===== src/rtl/play_status_pkg.sv =====
// Shared definitions for the play_status transport and elapsed-time tracker.
// Holds the state encodings, the time constants and the BCD helper.
package play_status_pkg;

    typedef enum logic [1:0] {
        ST_STOPPED = 2'd0,
        ST_PLAYING = 2'd1,
        ST_PAUSED  = 2'd2
    } state_t;

    // 99:59 is the largest time the mm:ss display can show.
    localparam int SEC_MAX          = 5999;
    localparam int PREV_RESTART_SEC = 3;

    // Values 0..99 give two BCD digits.
    function automatic logic [7:0] to_bcd(input logic [6:0] v);
        return {4'(v / 7'd10), 4'(v % 7'd10)};
    endfunction

endpackage


===== src/rtl/play_status_bin2bcd8.sv =====
// Combinational 7-bit binary to two-digit BCD converter (inputs 0..99).
module play_status_bin2bcd8
    import play_status_pkg::*;
(
    input  logic [6:0] bin,
    output logic [7:0] bcd
);

    assign bcd = to_bcd(bin);

endmodule


===== src/rtl/play_status.sv =====
// Transport state machine, elapsed-seconds counter, track and volume tracking.
// Every output is registered; DISP is built from next-state values.
module play_status
    import play_status_pkg::*;
#(
    parameter int CLK_HZ   = 100_000_000,
    parameter int TRACKS   = 8,
    parameter int VOL_MAX  = 15,
    parameter int VOL_INIT = 8
) (
    input  logic        CLK,
    input  logic        RST,
    input  logic        PLAY_PAUSE,
    input  logic        STOP,
    input  logic        NEXT,
    input  logic        PREV,
    input  logic        VOL_UP,
    input  logic        VOL_DN,
    input  logic        SONG_END,
    output logic [31:0] DISP,
    output logic        PLAYING,
    output logic [6:0]  TRACK,
    output logic [6:0]  VOLUME,
    output logic        TRACK_CHG
);

    localparam int             PW           = (CLK_HZ > 1) ? $clog2(CLK_HZ) : 1;
    localparam logic [PW-1:0]  PRESC_LAST   = PW'(CLK_HZ - 1);
    localparam logic [6:0]     TRACK_LAST   = 7'(TRACKS - 1);
    localparam logic [6:0]     VOL_TOP      = 7'(VOL_MAX);
    localparam logic [6:0]     VOL_RST      = 7'(VOL_INIT);
    localparam logic [7:0]     VOL_INIT_BCD = to_bcd(7'(VOL_INIT));
    localparam logic [15:0]    SEC_SAT      = 16'(SEC_MAX);
    localparam logic [15:0]    SEC_RESTART  = 16'(PREV_RESTART_SEC);

    state_t          state, state_n;
    logic [PW-1:0]   presc, presc_n;
    logic [15:0]     seconds, seconds_n;
    logic [6:0]      track, track_n;
    logic [6:0]      volume, volume_n;
    logic            chg_n;
    logic [7:0]      track_bcd, volume_bcd;

    always_comb begin
        // NOTE: every variable gets a default first so no path leaves it unassigned (no latch).
        state_n   = state;
        presc_n   = presc;
        seconds_n = seconds;
        track_n   = track;
        chg_n     = 1'b0;

        if (state == ST_PLAYING) begin
            if (presc == PRESC_LAST) begin
                presc_n = '0;
                if (seconds != SEC_SAT) seconds_n = seconds + 16'd1;
            end else begin
                presc_n = presc + PW'(1);
            end
        end

        // Only the highest-priority transport event acts; an ignored SONG_END lets lower ones through.
        if (STOP) begin
            state_n   = ST_STOPPED;
            presc_n   = '0;
            seconds_n = '0;
        end else if (SONG_END && state == ST_PLAYING) begin
            presc_n   = '0;
            seconds_n = '0;
            chg_n     = 1'b1;
            if (track == TRACK_LAST) begin
                track_n = '0;
                state_n = ST_STOPPED;
            end else begin
                track_n = track + 7'd1;
            end
        end else if (NEXT) begin
            presc_n   = '0;
            seconds_n = '0;
            chg_n     = 1'b1;
            track_n   = (track == TRACK_LAST) ? 7'd0 : track + 7'd1;
        end else if (PREV) begin
            presc_n   = '0;
            seconds_n = '0;
            chg_n     = 1'b1;
            if (seconds < SEC_RESTART)
                track_n = (track == 7'd0) ? TRACK_LAST : track - 7'd1;
        end else if (PLAY_PAUSE) begin
            case (state)
                ST_STOPPED: begin
                    state_n   = ST_PLAYING;
                    presc_n   = '0;
                    seconds_n = '0;
                end
                ST_PLAYING: state_n = ST_PAUSED;
                ST_PAUSED:  state_n = ST_PLAYING;
                default:    state_n = ST_STOPPED;
            endcase
        end

        volume_n = volume;
        if (VOL_UP && !VOL_DN && volume < VOL_TOP)
            volume_n = volume + 7'd1;
        else if (VOL_DN && !VOL_UP && volume != 7'd0)
            volume_n = volume - 7'd1;
    end

    play_status_bin2bcd8 u_track_bcd (
        .bin (track_n + 7'd1),
        .bcd (track_bcd)
    );

    play_status_bin2bcd8 u_volume_bcd (
        .bin (volume_n),
        .bcd (volume_bcd)
    );

    // NOTE: sequential state uses non-blocking assignments so all registers update together.
    always_ff @(posedge CLK) begin
        if (RST) begin
            state     <= ST_STOPPED;
            presc     <= '0;
            seconds   <= '0;
            track     <= '0;
            volume    <= VOL_RST;
            PLAYING   <= 1'b0;
            TRACK_CHG <= 1'b0;
            DISP      <= {8'h01, VOL_INIT_BCD, 16'd0};
        end else begin
            state     <= state_n;
            presc     <= presc_n;
            seconds   <= seconds_n;
            track     <= track_n;
            volume    <= volume_n;
            PLAYING   <= (state_n == ST_PLAYING);
            TRACK_CHG <= chg_n;
            DISP      <= {track_bcd, volume_bcd, seconds_n};
        end
    end

    assign TRACK  = track;
    assign VOLUME = volume;

endmodule


===== config.mk =====
export PLATFORM = sky130hd
export DESIGN_NAME = play_status
export DESIGN_NICKNAME = d
export VERILOG_FILES = /design/src/rtl/play_status_pkg.sv /design/src/rtl/play_status_bin2bcd8.sv /design/src/rtl/play_status.sv
export SDC_FILE = /design/constraint.sdc
export NUM_CORES = 1
export LEC_CHECK = 0
export ABC_CLOCK_PERIOD_IN_PS = 5110
export BUFFER_PORTS_ARGS = -buffer_cell sky130_fd_sc_hd__buf_2
export CAP_MARGIN = 20
export CELL_PAD_IN_SITES_DETAIL_PLACEMENT = 0
export CELL_PAD_IN_SITES_GLOBAL_PLACEMENT = 1
export CORE_MARGIN = 10
export CORE_UTILIZATION = 35
export DETAILED_ROUTE_END_ITERATION = 7
export HOLD_SLACK_MARGIN = 0.06
export PLACE_DENSITY_LB_ADDON = 0.1
export SLEW_MARGIN = 20
export SYNTH_ARGS = -nofsm -noshare
export SYNTH_HDL_FRONTEND = slang
export SYNTH_SLANG_ARGS = --single-unit

===== constraint.sdc =====
create_clock -name CLK -period 5.11 [get_ports CLK]
set_clock_uncertainty 0.05 [all_clocks]
set_input_delay 0.511 -clock CLK [delete_from_list [all_inputs] [get_ports CLK]]
set_output_delay 0.511 -clock CLK [all_outputs]
set_load 0.05 [all_outputs]

# ---- After elaboration in Yosys (flattened, before gate mapping)
# Cells that the tools add are included.
dict set report word_totals {
  output_inout_bits 48
  input_bits 9
  ff_bits 93
}
dict set report classes {
  add_sub_neg 7
  eq_ne 6
  n_div 4
  magnitude_cmp 2
  reduce_logical 13
  muxes 32
}
# op count
set op_table {}
lappend op_table {{16-bit two-way mux} 9}
lappend op_table {{27-bit two-way mux} 4}
lappend op_table {{7-bit two-way mux} 9}
lappend op_table {{27-bit by 1-bit adder with 27-bit output, second input constant} 1}
lappend op_table {{27-bit == test, second input constant} 1}
lappend op_table {{7-bit by 1-bit adder with 7-bit output, second input constant} 3}
lappend op_table {{16-bit by 1-bit adder with 16-bit output, second input constant} 1}
lappend op_table {{16-bit by 2-bit less-than comparator with 1-bit output, second input constant} 1}
lappend op_table {{16-bit by 13-bit inequality test with 1-bit output, second input constant} 1}
lappend op_table {{7-bit by 4-bit divider with 7-bit output, second input constant} 2}
lappend op_table {{7-bit by 4-bit modulo with 7-bit output, second input constant} 2}
lappend op_table {{7-bit by 1-bit subtractor with 7-bit output, second input constant} 2}
lappend op_table {{2-bit two-way mux} 6}
lappend op_table {{7-bit by 3-bit == test with 1-bit output, second input constant} 1}
lappend op_table {{7-bit logical NOT} 1}
lappend op_table {{7-bit by 4-bit less-than comparator with 1-bit output, second input constant} 1}
lappend op_table {{7-bit nonzero test} 1}
lappend op_table {{1-bit logical AND} 5}
lappend op_table {{5-bit OR reduction} 1}
lappend op_table {{2-bit by 1-bit == test with 1-bit output, second input constant} 2}
lappend op_table {{2-bit case mux with 2 select lines} 1}
lappend op_table {{2-bit OR reduction} 2}
lappend op_table {{1-bit two-way mux} 3}
lappend op_table {{2-bit == test, second input constant} 1}
lappend op_table {{other kinds (2)} 3}

# ---- Depth between registers and ports, before layout
dict set report logic_depth {
  word_depth 10
  mapped_depth 24
  depth_no_buf 23
}

# ---- Cells and area by module
# Synthesis repeated with hierarchy kept, for this count alone.
dict set report unflattened {
  hier_cells 544
  area_unflattened_um2 4689.5
}
# module n_inst cells_per_inst seq_area_each_um2 area_each_um2
set modules_own_cells {}
lappend modules_own_cells {play_status 1 432 1541.5 3821.2}
lappend modules_own_cells {play_status_bin2bcd8 2 56 0.0 434.2}

# ---- Worst setup path before layout
# No wires, ideal clock.
dict set report synth_timing {
  path_type {register to register}
  from {register track[0] (netlist: TRACK[0])}
  to {register DISP[25]}
  path_slack_ns 0.144
  path_stages_with_launch 25
  required_ns 4.939
  n_path_buf 1
  arrival_ns 4.795
  path_cell_list {dfxtp_1 > inv_1 > ha_1 > nor3_1 > nand3_1 > o221ai_1 > a31oi_1 > inv_1 > ha_1 > inv_1 > a211o_1 > clkbuf_1 > nand2_1 > nor2_1 > a311o_1 > a211o_1 > o21ai_0 > xnor2_1 > ha_1 > nand2b_1 > nor2_1 > o32a_1 > nand3_1 > o221a_2 > mux2_4}
}
dict set report synth_between {
  elab_chain_cells 9
}
# element line
set synth_rtl {}
lappend synth_rtl {{from (decl)} play_status.sv:39} ;# logic [6:0] track, track_n;
lappend synth_rtl {{from (signal assigned)} play_status.sv:132} ;# track <= track_n;
lappend synth_rtl {{7-bit by 1-bit subtractor with 7-bit output or 7-bit logical NOT (tied branches)} play_status.sv:86} ;# track_n = (track == 7'd0) ? TRACK_LAST : track - 7'd1;
lappend synth_rtl {{7-bit two-way mux} play_status.sv:86}
lappend synth_rtl {{7-bit two-way mux} play_status.sv:85} ;# if (seconds < SEC_RESTART)
lappend synth_rtl {{7-bit two-way mux} play_status.sv:81} ;# end else if (PREV) begin
lappend synth_rtl {{7-bit two-way mux} play_status.sv:76} ;# end else if (NEXT) begin
lappend synth_rtl {{7-bit two-way mux (*)} play_status.sv:66} ;# end else if (SONG_END && state == ST_PLAYING) begin
lappend synth_rtl {{7-bit two-way mux (*)} play_status.sv:62} ;# if (STOP) begin
lappend synth_rtl {{named net track_n[1]} play_status.sv:39}
lappend synth_rtl {{7-bit by 1-bit adder with 7-bit output (*)} play_status.sv:108} ;# .bin (track_n + 7'd1),
lappend synth_rtl {{7-bit by 4-bit modulo with 7-bit output (*)} play_status_pkg.sv:17} ;# return {4'(v / 7'd10), 4'(v % 7'd10)};
lappend synth_rtl {{to (signal assigned)} play_status.sv:127} ;# DISP <= {8'h01, VOL_INIT_BCD, 16'd0};
lappend synth_rtl {{to (signal assigned)} play_status.sv:136} ;# DISP <= {track_bcd, volume_bcd, seconds_n};
lappend synth_rtl {{to (decl)} play_status.sv:20} ;# output logic [31:0] DISP,
# The timed path passes the listed nets; every way through them passes the cells marked *.
# A chain may end at the register's enable or synchronous reset.

==> impl_results.md <==
* P per Cell Area at 334 nW/um2
* Number of global-route vias before repair at between 4000 and 5000
* Maximum clock path buffer count at 2
* Crit path time final at 4.75 ns
* Share of cells above drive strength 1 at 0.206
* Antenna violations before repair at 0
* Hpwl dp at 9250 um
* Routed vias/inst at 5.21
* Yosys cell types at 73
* Die ar. at 18100 um2
* Synth Instances at 588
* Worst-margin pin slew at 0.790 ns
* # clock sinks at 76
* CP max FO at 6
* Largest net degree at the start of global routing at 34
* Placed cell count at just over 800
* Routed wire length at around 12000 um
* Final setup violation count at 0
* Final setup margin at 0.355 ns
* CTS clk-pin slew, worst paths at 0.06 ns
* First-pass GRT wire length at 20200 um
* Drc violations at 0
* Mapped Area at 4600 um2
* Slew Viols, Final at 0
* Final period util at 0.930
* Critical path arrival at 4.94 ns
* Horiz. Die Dim at 135 um
* CTS buffer count at 9
* Initial Utilization at 0.361
* Post-synth EDFFs at 0
* Final core utilization at 0.438
* Async set or reset register ratio after synthesis at 0
* Routability Congestion at 0.850
* Post-Layout Cell Count at 838
* Area grow syn2layout at 21.2%
* Detail Route Antenna Nets at 0
* # hold bufs at CTS at 0
* Syn_area_per_cell at 7.82 um2
* Pleak at roughly 2.1 nW
* Worst setup SP type: flip-flop
* Total Power at 1.86 mW
* Status: complete, no violations
* Total grt overflow at 0
* Clk_lat worst skew at 0.35 ns
* CTS tree: yes
* Hold Path Class: reg2reg
* Number of fill cells at 1363
* Register area share after synthesis at 0.331
* Vias at 4364
* Slew margin rel. at 0.460
* Pre-CTS setup slack at 0.100 ns
* GRT Total Usage at 0.137
* Synth Net Count at 609
* Avg WL per Cell at 14.8 um
* DP Area at 5170 um2
* DR iter-0 viols at 168
* Ys Warns at 0
* CTS H-tree lvls at 3
* Cell Rows at slightly above 40
* Diode count at 0
* IO Pins at 57
* DR pass1 iterations at 4
* Die height at 135 um
* Top_reg_cell synth: dfxtp_1
* Seq cells post-synth at 76
* Max VDD drop at around 0.25 mV
* Post-route cell area at 5570 um2
* Crit path capture type: flip-flop
* Fmax achieved at 210 MHz
* MaxCap Viol Count at 0
* Setup Crit Path Kind: reg2reg
* Hold Violations, Final at 0
* CP Data Required Time at about 5.3 ns
* Port Buffers at 56
* Layout Nets at 682
* CTS root buf: clkbuf_16
* Core ar. at 12700 um2
[timing repair]
action	CTS	global route
setup buffers	0	6
endpoints found under the setup margin	0	4
endpoints found under the hold margin	0	0
gates resized for setup	0	10
[cells by family (layout without fill, tap and decap cells)]
group	Yosys count	count (layout)	synth area share
XOR/XNOR	49	49	0.0934
AO/OA/AOI/OAI	116	116	0.175
buffers and inverters	43	121	0.0370
adder cells (fa/ha/maj)	12	12	0.0327
multiplexers	7	7	0.0166
AND/OR/NAND/NOR	285	285	0.314
flip-flops	76	76	0.331
[power by group]
group          leakage [nW]  switching, mW  internal (mW)
Sequential            0.616         0.0220          0.627
Combinational          1.39          0.364          0.201
Clock                 0.138          0.268          0.380
[path summary, 6_finish.rpt]
| kind | start | to | slack (ns) | depth (start not counted) |
|---|---|---|---|---|
| setup / recovery | DISP[0] | DISP[25] | 0.36 | 20 |
| hold / removal | presc[16] | presc[16] | 0.44 | 2 |
| setup reg to reg | DISP[0] | DISP[25] | 0.36 | 20 |
| hold reg to reg | presc[16] | presc[16] | 0.44 | 2 |
[flip-flops by register name, indices dropped and copies added, names as in the netlist]
signal     flops
DISP          32
state          2
TRACK          7
TRACK_CHG      1
VOLUME         6
PLAYING        1
presc         27
[metrics by stage]
step | TNS, ns | hold WS [ns]
floorplan | 0 | 0.404
global placement | 0 | 0.417
detailed placement | 0 | 0.431
CTS | 0 | 0.441
global route | -0.0852 | 0.470
finish | 0 | 0.438
[area by class of cell]
cell class / count / area, um2 / area share
clock buffer: 9 / 225 / 0.0404
multi-input combinational: 469 / 2960 / 0.531
tap: 172 / 215 / 0.0386
sequential: 76 / 1520 / 0.273
timing repair buffer: 86 / 505 / 0.0908
inverter: 19 / 71.3 / 0.0128
clock inverter: 7 / 75.1 / 0.0135
[synth_stat cells (all sizes together), types with 3 or more instances]
library cell,number,share of area
nor2,100,0.082
dfxtp,76,0.33
nand2,48,0.039
nand3,30,0.033
a21oi,29,0.032
xor2,28,0.053
o21ai,23,0.025
xnor2,21,0.040
inv,19,0.016
clkbuf,17,0.014
nor3,17,0.021
nand4,13,0.019
ha,12,0.033
nand2b,12,0.016
or3,11,0.015
and3,9,0.012
or2,9,0.012
nor4,8,0.019
buf,7,0.0076
a211oi,6,0.0098
nor2b,6,0.0082
o22ai,6,0.0095
a21boi,5,0.0082
and2,5,0.0068
mux2i,5,0.011
or4,5,0.0090
a211o,4,0.0076
a31oi,4,0.0054
o21a,4,0.0065
a21o,3,0.0049
a221oi,3,0.0057
and4,3,0.0057
nor3b,3,0.0049
o311ai,3,0.0057
o31ai,3,0.0049
o41ai,3,0.0057
[cells in the final DEF, fill, tap and decap left out, types with 3 or more instances in the layout]
cell	count
buf_4	30
a21boi_0	5
nor2_1	99
nor3b_1	3
o31ai_1	3
buf_2	56
and3_1	9
o21ai_1	3
and2_1	3
o22ai_1	4
ha_1	11
inv_1	19
a221oi_1	3
a21oi_1	28
nand4_1	12
nand2_1	48
nand2b_1	12
and4_1	3
a31oi_1	4
nor3_1	15
nor2b_1	6
a211o_1	3
or2_2	9
dfxtp_1	76
or3_1	11
o21ai_0	19
xor2_1	28
clkbuf_16	9
nand3_1	30
xnor2_1	21
a211oi_1	5
a21o_1	3
mux2i_1	5
nor4_1	5
clkinvlp_4	3
o21a_1	4
or4_1	4
[worst max-delay path, stage by stage, from the launching register on]
cell      delay, ns
dfxtp_1        0.34
ha_1           0.28
nor4_4         0.21
and4_1         0.37
o21ai_1        0.10
o311a_1        0.43
nor3_2         0.36
buf_4          0.20
nor3_1         0.06
a21oi_1        0.37
o22ai_1        0.24
nor3_2         0.27
o21ai_2        0.09
xnor2_1        0.14
ha_2           0.20
nand2b_1       0.11
nor2_1         0.05
o32a_1         0.17
nand3_1        0.10
o221a_2        0.22
mux2_4         0.30
[metal layers]
metal / track usage / vias to the layer above / wire (um)
met4: 0.0411 / 0 / 156
met5: 0 / - / 0
li1: - / 2232 / -
met3: 0.0497 / 16 / 665
met1: 0.161 / 2038 / 5610
met2: 0.227 / 78 / 6000
Power figures use the tool's default switching activity.
